File: config.mk
export PLATFORM = sky130hd
export DESIGN_NAME = prefetch
export DESIGN_NICKNAME = d
export VERILOG_FILES = /design/src/rtl/prefetch.sv
export SDC_FILE = /design/constraint.sdc
export NUM_CORES = 1
export LEC_CHECK = 0
export BUFFER_PORTS_ARGS = -buffer_cell sky130_fd_sc_hd__clkbuf_2
export CAP_MARGIN = 0
export CORE_ASPECT_RATIO = 0.6
export CORE_UTILIZATION = 62
export DETAILED_ROUTE_END_ITERATION = 6
export PLACE_DENSITY_LB_ADDON = 0.2
export SYNTH_ARGS = -nofsm -noshare
export SYNTH_HDL_FRONTEND = slang
export SYNTH_SLANG_ARGS = --single-unit
File: constraint.sdc
create_clock -name clock -period 14.9 [get_ports clock]
set_clock_uncertainty 0.15 [all_clocks]
set_input_delay 0 -clock clock [delete_from_list [all_inputs] [get_ports clock]]
set_output_delay 0 -clock clock [all_outputs]
set_load 0.05 [all_outputs]
File: src/rtl/prefetch.sv
`default_nettype none
// prefetch: linear code prefetch queue of up to five dwords feeding a 16-byte decode window.
// Revision: 1.0
module prefetch #(
   parameter logic [31:0] RESET_IP = 32'h000FFFF0
) (
   input  logic          clock,
   input  logic          reset,
   output logic [127:0]  o_codebuf,
   output logic [1:0]    o_align,
   output logic          o_valid,
   output logic [31:0]   o_ip,
   input  logic          i_consume,
   input  logic [4:0]    i_consume_len,
   input  logic          i_jump,
   input  logic [31:0]   i_jump_ip,
   output logic [31:0]   o_addr,
   output logic          o_rd,
   input  logic [31:0]   i_data,
   input  logic          i_ready
);

   localparam logic [1:0] IDLE  = 2'd0;
   localparam logic [1:0] FETCH = 2'd1;
   localparam logic [1:0] DRAIN = 2'd2;

   logic [1:0]  state;
   logic [2:0]  count;
   logic [31:0] fptr;
   logic [31:0] queue     [0:4];
   logic [31:0] queue_nxt [0:4];
   logic [2:0]  count_nxt;
   logic [2:0]  drop;
   logic [2:0]  tail;
   logic [4:0]  span;
   logic        take;
   logic        fill;

   assign o_valid = (count >= 3'd4);

   // Dwords beyond the filled part of the queue read as zero.
   genvar g;
   generate
      for (g = 0; g < 4; g++) begin : g_win
         assign o_codebuf[32*g +: 32] = (count > 3'(g)) ? queue[g] : 32'd0;
      end
   endgenerate

   always_comb begin
      span      = {3'b000, o_align} + i_consume_len;
      take      = i_consume && o_valid && (i_consume_len != 5'd0) &&
                  (i_consume_len <= (5'd16 - {3'b000, o_align}));
      drop      = take ? span[4:2] : 3'd0;
      fill      = (state == FETCH) && i_ready;
      tail      = count - drop;
      count_nxt = tail + {2'b00, fill};
      for (int i = 0; i < 5; i++) begin
         queue_nxt[i] = 32'd0;
         for (int j = 0; j < 5; j++) begin
            if (j - i == int'(drop)) queue_nxt[i] = queue[j];
         end
      end
      // Captured dword lands just past the surviving entries.
      for (int j = 0; j < 5; j++) begin
         if (fill && (3'(j) == tail)) queue_nxt[j] = i_data;
      end
   end

   always_ff @(posedge clock or posedge reset) begin
      if (reset) begin
         state   <= IDLE;
         count   <= 3'd0;
         o_align <= RESET_IP[1:0];
         o_ip    <= RESET_IP;
         fptr    <= {RESET_IP[31:2], 2'b00};
         o_rd    <= 1'b0;
         o_addr  <= 32'd0;
         for (int i = 0; i < 5; i++) queue[i] <= 32'd0;
      end else if (i_jump) begin
         count   <= 3'd0;
         o_align <= i_jump_ip[1:0];
         o_ip    <= i_jump_ip;
         fptr    <= {i_jump_ip[31:2], 2'b00};
         // An outstanding read must complete before the new stream starts.
         if ((state == IDLE) || i_ready) begin
            state  <= FETCH;
            o_rd   <= 1'b1;
            o_addr <= {i_jump_ip[31:2], 2'b00};
         end else begin
            state  <= DRAIN;
         end
      end else begin
         queue <= queue_nxt;
         count <= count_nxt;
         if (take) begin
            o_align <= span[1:0];
            o_ip    <= o_ip + {27'd0, i_consume_len};
         end
         if (fill) fptr <= fptr + 32'd4;
         case (state)
            IDLE: begin
               if (count_nxt < 3'd5) begin
                  state  <= FETCH;
                  o_rd   <= 1'b1;
                  o_addr <= fptr;
               end
            end
            FETCH: begin
               if (i_ready) begin
                  if (count_nxt < 3'd5) begin
                     o_addr <= fptr + 32'd4;
                  end else begin
                     state <= IDLE;
                     o_rd  <= 1'b0;
                  end
               end
            end
            DRAIN: begin
               if (i_ready) begin
                  state  <= FETCH;
                  o_addr <= fptr;
               end
            end
            default: begin
               state <= IDLE;
               o_rd  <= 1'b0;
            end
         endcase
      end
   end

endmodule
`default_nettype wire

# Yosys cells after proc, flatten, opt, wreduce, memory -nomap -nowiden

Index checks and enable logic that the tools add are counted.

Word-level logic and storage cells: 121
Flip-flop bits (word level): 264
Input bits: 74

Multiplexer cells: 48
Eq/ne operators: 22
Add/subtract/negate cells: 6
Reduce and logical (&&, ||, !) cells: 25
$lt $le $gt $ge: 7
Bitwise logic cells: 1

Operators with widths:

| operator              | count |
|---|---|
| $mux 32               | 30 |
| $pmux 32 s3           | 1 |
| $add 32x3->32 const B | 1 |
| $add 32x5->32         | 1 |
| $mux 2                | 8 |
| $eq 3x3->1 const A    | 4 |
| $reduce_and 2->1      | 5 |
| $eq 2x3->1 const A    | 3 |
| $logic_and 1x1->1     | 9 |
| $ne 3x3->1 const B    | 3 |
| $gt 3x1->1 const B    | 2 |
| $gt 3x2->1 const B    | 2 |
| $logic_not 3->1       | 2 |
| $mux 3                | 2 |
| $ne 3x2->1 const B    | 2 |
| $ne 6x1->1 const B    | 1 |
| $pmux 2 s3            | 1 |
| $reduce_and 6->1      | 1 |
| $add 2x5->5           | 1 |
| $le 5x5->1            | 1 |
| $mux 1                | 5 |
| $ne 5x1->1 const B    | 1 |
| $reduce_and 5->1      | 1 |
| $reduce_bool 5->1     | 1 |
| 19 further kinds      | 21 |

# Longest topological paths before layout

Depth after elaboration: 12
Mapped depth: 20
Depth with buffers taken out: 18

# Least setup slack after synthesis

No wires, ideal clock.

Path kind: reg2reg
Start point: register o_align[1]
End point: register o_addr[11]
Stages on the path, launching flop included: 20
Buffers on the path: 3
Period minus slack after synthesis: 5.131 ns
Setup time: 0.125 ns
Path slack: 9.769 ns
Required time: 14.625 ns
Arrival time: 4.855 ns
Cell sequence: dfrtp_1 > inv_1 > ha_1 > inv_1 > ha_1 > o2111a_1 > o41ai_4 > nand2_1 > clkbuf_1 > nor2_1 > ha_1 > inv_1 > fa_1 > ha_1 > nor2_1 > or3_1 > o221a_1 > clkbuf_1 > buf_6 > mux2_4

Cells in the longest elaborated chain, start to end: 9
Elaborated cells on any way between the ends: 11
Classes of those cells: 4 x add/sub; 2 x order compare; 2 x eq/ne; 1 x mux; 2 x reduce/logical

RTL lines:

| item                           | line     | text |
|---|---|---|
| from (decl)                    | 10       | `output logic [1:0] o_align,` |
| from (signal assigned)         | 73       | `o_align <= RESET_IP[1:0];` |
| from (signal assigned)         | 81       | `o_align <= i_jump_ip[1:0];` |
| from (signal assigned)         | 96       | `o_align <= span[1:0];` |
| $sub 5x2->5                    | 52       | `(i_consume_len <= (5'd16 - {3'b000, o_align}));` |
| $le 5x5->1                     | 52       |  |
| $logic_and 1x1->1              | 51       | `take = i_consume && o_valid && (i_consume_len != 5'd0) &&` |
| $mux 3 (*)                     | 53       | `drop = take ? span[4:2] : 3'd0;` |
| $sub 3x3->3 (*)                | 55       | `tail = count - drop;` |
| $add 3x1->3 (*)                | 56       | `count_nxt = tail + {2'b00, fill};` |
| $lt 3x3->1 (*)                 | 102, 110 |  |
| $ne 3x2->1 (no line)           | n/a      |  |
| $reduce_and 6->1 (no line) (*) | n/a      |  |
| to (signal assigned)           | 105      | `o_addr <= fptr;` |
| to (signal assigned)           | 111      | `o_addr <= fptr + 32'd4;` |
| to (signal assigned)           | 121      | `o_addr <= fptr;` |
| to (decl)                      | 17       | `output logic [31:0] o_addr,` |

Mark *: on every way between the ends. The rest lies on a longest branch, timed or not.
A chain may end at the register's enable or synchronous reset.

# Worst setup path in the final report

Start point: register o_align[1]
End point: register queue[154] (netlist bit)

Cells in the longest elaborated chain, start to end: 10
Elaborated cells on any way between the ends: 20
Classes of those cells: 3 x add/sub; 1 x order compare; 5 x eq/ne; 6 x mux; 5 x reduce/logical

RTL lines:

| item                                                | line | text |
|---|---|---|
| $sub 5x2->5                                         | 52   |  |
| $le 5x5->1                                          | 52   |  |
| $logic_and 1x1->1                                   | 51   |  |
| $mux 3 (*)                                          | 53   |  |
| branches (longest 6 deep; another with $sub 3x3->3) | n/a  |  |
| to (signal assigned)                                | 93   | `queue <= queue_nxt;` |
| to (decl)                                           | 30   | `logic [31:0] queue [0:4];` |

Every way passes the cells marked *.

==> metrics.txt <==
register area share after synthesis=41.4%; IO buf count=269; maximum vdd drop=0.0863 mV; placed inst area=approximately 17000 µm²; Num CTS Buffers=25; routability congestion estimate=around 0.93; Yosys top cell area share=36.1%; Critical Path Source Type=flop; #FFs+latches synth=approximately 260; Async S/R FF share, synth=100%; share of cells above drive strength 1=22.1%; # resized after CTS=0; Post-Syn Area per Cell=roughly 9 µm²; post-route ant nets=0; Finish-stage setup viols=0; RSZ-0062 raised after global routing=false; DRT Pass-1 Iters=6; CTS tree=done; fin nets=around 2100; initial drt markers=2195; Mapped Area=15900 µm²; worst-path maximum fanout=65; Core ar.=approximately 25000 µm²; f_max=between 0.15 and 0.2 GHz; grt ovf=0; required time worst endpoint=15110 ps; critical path arrival=between 6000 and 7000 ps; Main synth FF type=dfrtp_1; Overall Global Routing Usage=slightly above 40%; Gate power share=30.9%; Final min period=6160 ps; outcome=finished clean; Leak Pwr=0.00831 µW; die extent in y=126 µm; Fin. Hold Viols=0; largest net degree at the start of global routing=about 140; slowest CP cell=a21oi_4; period utilization=just over 40%; synth cell count leaders=dfrtp_1, nand2_1, clkbuf_1, nor2_1, a22o_1; global-route wire length before repair=85200 µm; Post-CTS Setup Bufs=0; CTS Hold Bufs=69; Critical Path, Cell by Cell=inv_1 -> ha_1 -> inv_1 -> ha_1 -> and3_1 -> o41ai_4 -> nand2_1 -> nor2_1 -> ha_1 -> inv_1 -> fa_1 -> or3_1 -> nand3b_1 -> buf_4 -> a21oi_4 -> o221ai_1; top-count cell post-synth=dfrtp_1; switching power=927 µW; Slew Limit Fails=0; power consumption=roughly 2400 µW; CTS clock-pin slew for the worst setup and hold paths=70 ps; Synthesis Warnings=0; CTS Sinks=261; Site Rows=44; cell family with most CP delay=compound AO/OA/AOI/OAI gates; H-tree depth=1; PD cells=129 nW/µm²; CP Buf/Inv Count=4; final core utilization=76.6%; Via density=6.76; total vias in the final route=15700; Die W=209 µm; Post-route DRC=0; worst stage delay on the critical path=about 910 ps; Clock Path Buffers=3; Max-cap violations=0; clock share of power=26.6%; most area-consuming cells after synthesis=dfrtp_1, dfstp_2, a22o_1; EDFF count, synth=0; sw frac=around two fifths; Gate Count Post-Synth=approximately 1700; # IOs=270; Syn Nets=1837; Hold Crit Class=in -> reg; Internal Power=approximately 1500 µW; area leader, netlist=dfrtp_1; Worst-Skew Late Latency=550 ps; Yosys cell types=64; Setup TNS Final=0 ps; Root Buffer=clkbuf_16; drt total wl=54800 µm; Initial Utilization=64.4%; worst-margin pin slew=1260 ps; Crit Path Class=reg -> reg; number of global-route vias before repair=14900; fin area=18900 µm²; drt wl/cell=about 24 µm; dpl hpwl=33900 µm; element type at the critical path end=flop; Reg power frac=42.4%; Layout area overhead=19.0%; Relative slew margins=15.6%; initial antenna violation count=1; die area=roughly 26000 µm²
placed cells by master (no fill, tap or decap), drive strengths merged, types with 39 or more instances in the layout:
cell type and instances:
dfrtp 229, nand3 60, clkbuf 309, nor2 110
o21ai 66, xnor2 62, nand2 209, a22o 96
inv 78, mux2i 54, and2 39, dlygate4sd3 69
nor2b 72, o221ai 64, a21oi 93
cells by family (layout without fill, tap and decap cells):
kind of cell    after synthesis  in the layout  synth area share, %
fa+ha+maj                    19             19                 1.64
mux                          77             77                 5.27
compound gates              477            477                 23.1
xor+xnor                     93             93                 5.22
buf+inv                     224            487                 5.48
other cells                   0              1                    0
flops                       261            261                 41.4
simple gates                593            593                 18.0
area by class of cell:
type                            count  area (µm²)
Inverter                           79         305
Antenna cell                        1        2.50
Clock inverter                      5        50.0
Timing Repair Buffer              363        2220
Clock buffer                       40         752
Multi-Input combinational cell   1259        8590
Tap cell                          322         403
Fill cell                        1763        5770
Sequential cell                   261        6570
worst paths after layout:
kind / from / end / slack [ps] / depth (start not counted)
setup / recovery: o_align[1] / queue[154] / 8740 / 16
max in group asynchronous: reset / queue[9] / 12360 / 5
setup reg to reg: o_align[1] / queue[154] / 8740 / 16
hold reg to reg: o_addr[5] / o_addr[5] / 370 / 2
hold / removal: i_consume_len[1] / o_align[1] / 20 / 6
min in group asynchronous: reset / o_ip[3] / 90 / 3
registers in the layout, summed over array words and instances, names as in the netlist:
signal	flops
queue	160
o_ip	32
o_addr	31
fptr	30
count	3
o_align	2
state	2
o_rd	1
through the flow:
step | cells | hold slack (ps) | setup slack (ps)
4_1_cts | 2329 | 28.1 | 8880
3_5_place_dp | 2215 | 105 | 8910
3_3_place_gp | 2215 | 105 | 9210
2_1_floorplan | 1744 | -83.6 | 7620
6_report | 2330 | 22.9 | 8740
5_1_grt | 2330 | 113 | 8280
power by group through the flow:
| stage | combinational [µW] | clock, µW | sequential, µW |
|---|---|---|---|
| finish | 754 | 649 | 1030 |
| global route | 804 | 678 | 1050 |
| CTS | 741 | 646 | 1020 |
| detailed placement | 724 | 0 | 1030 |
| global placement | 700 | 0 | 1030 |
| floorplan | 473 | 0 | 1070 |
worst min-delay path, delay by kind of cell:
family	cells	cell delay, ps
fa+ha+maj	1	170
simple gates	1	40
buf+inv	2	280
compound gates	2	180
metal layers:
layer  up-vias  global-route usage (%)  share of wire (%)
met5         -                       0                  0
met4         0                    16.0                3.4
met3       185                    10.8                 14
met2      1256                    57.3                 41
met1      7558                    61.7                 42
li1       6746                       -                  -
No activity file was read; power rests on OpenSTA's default activity.
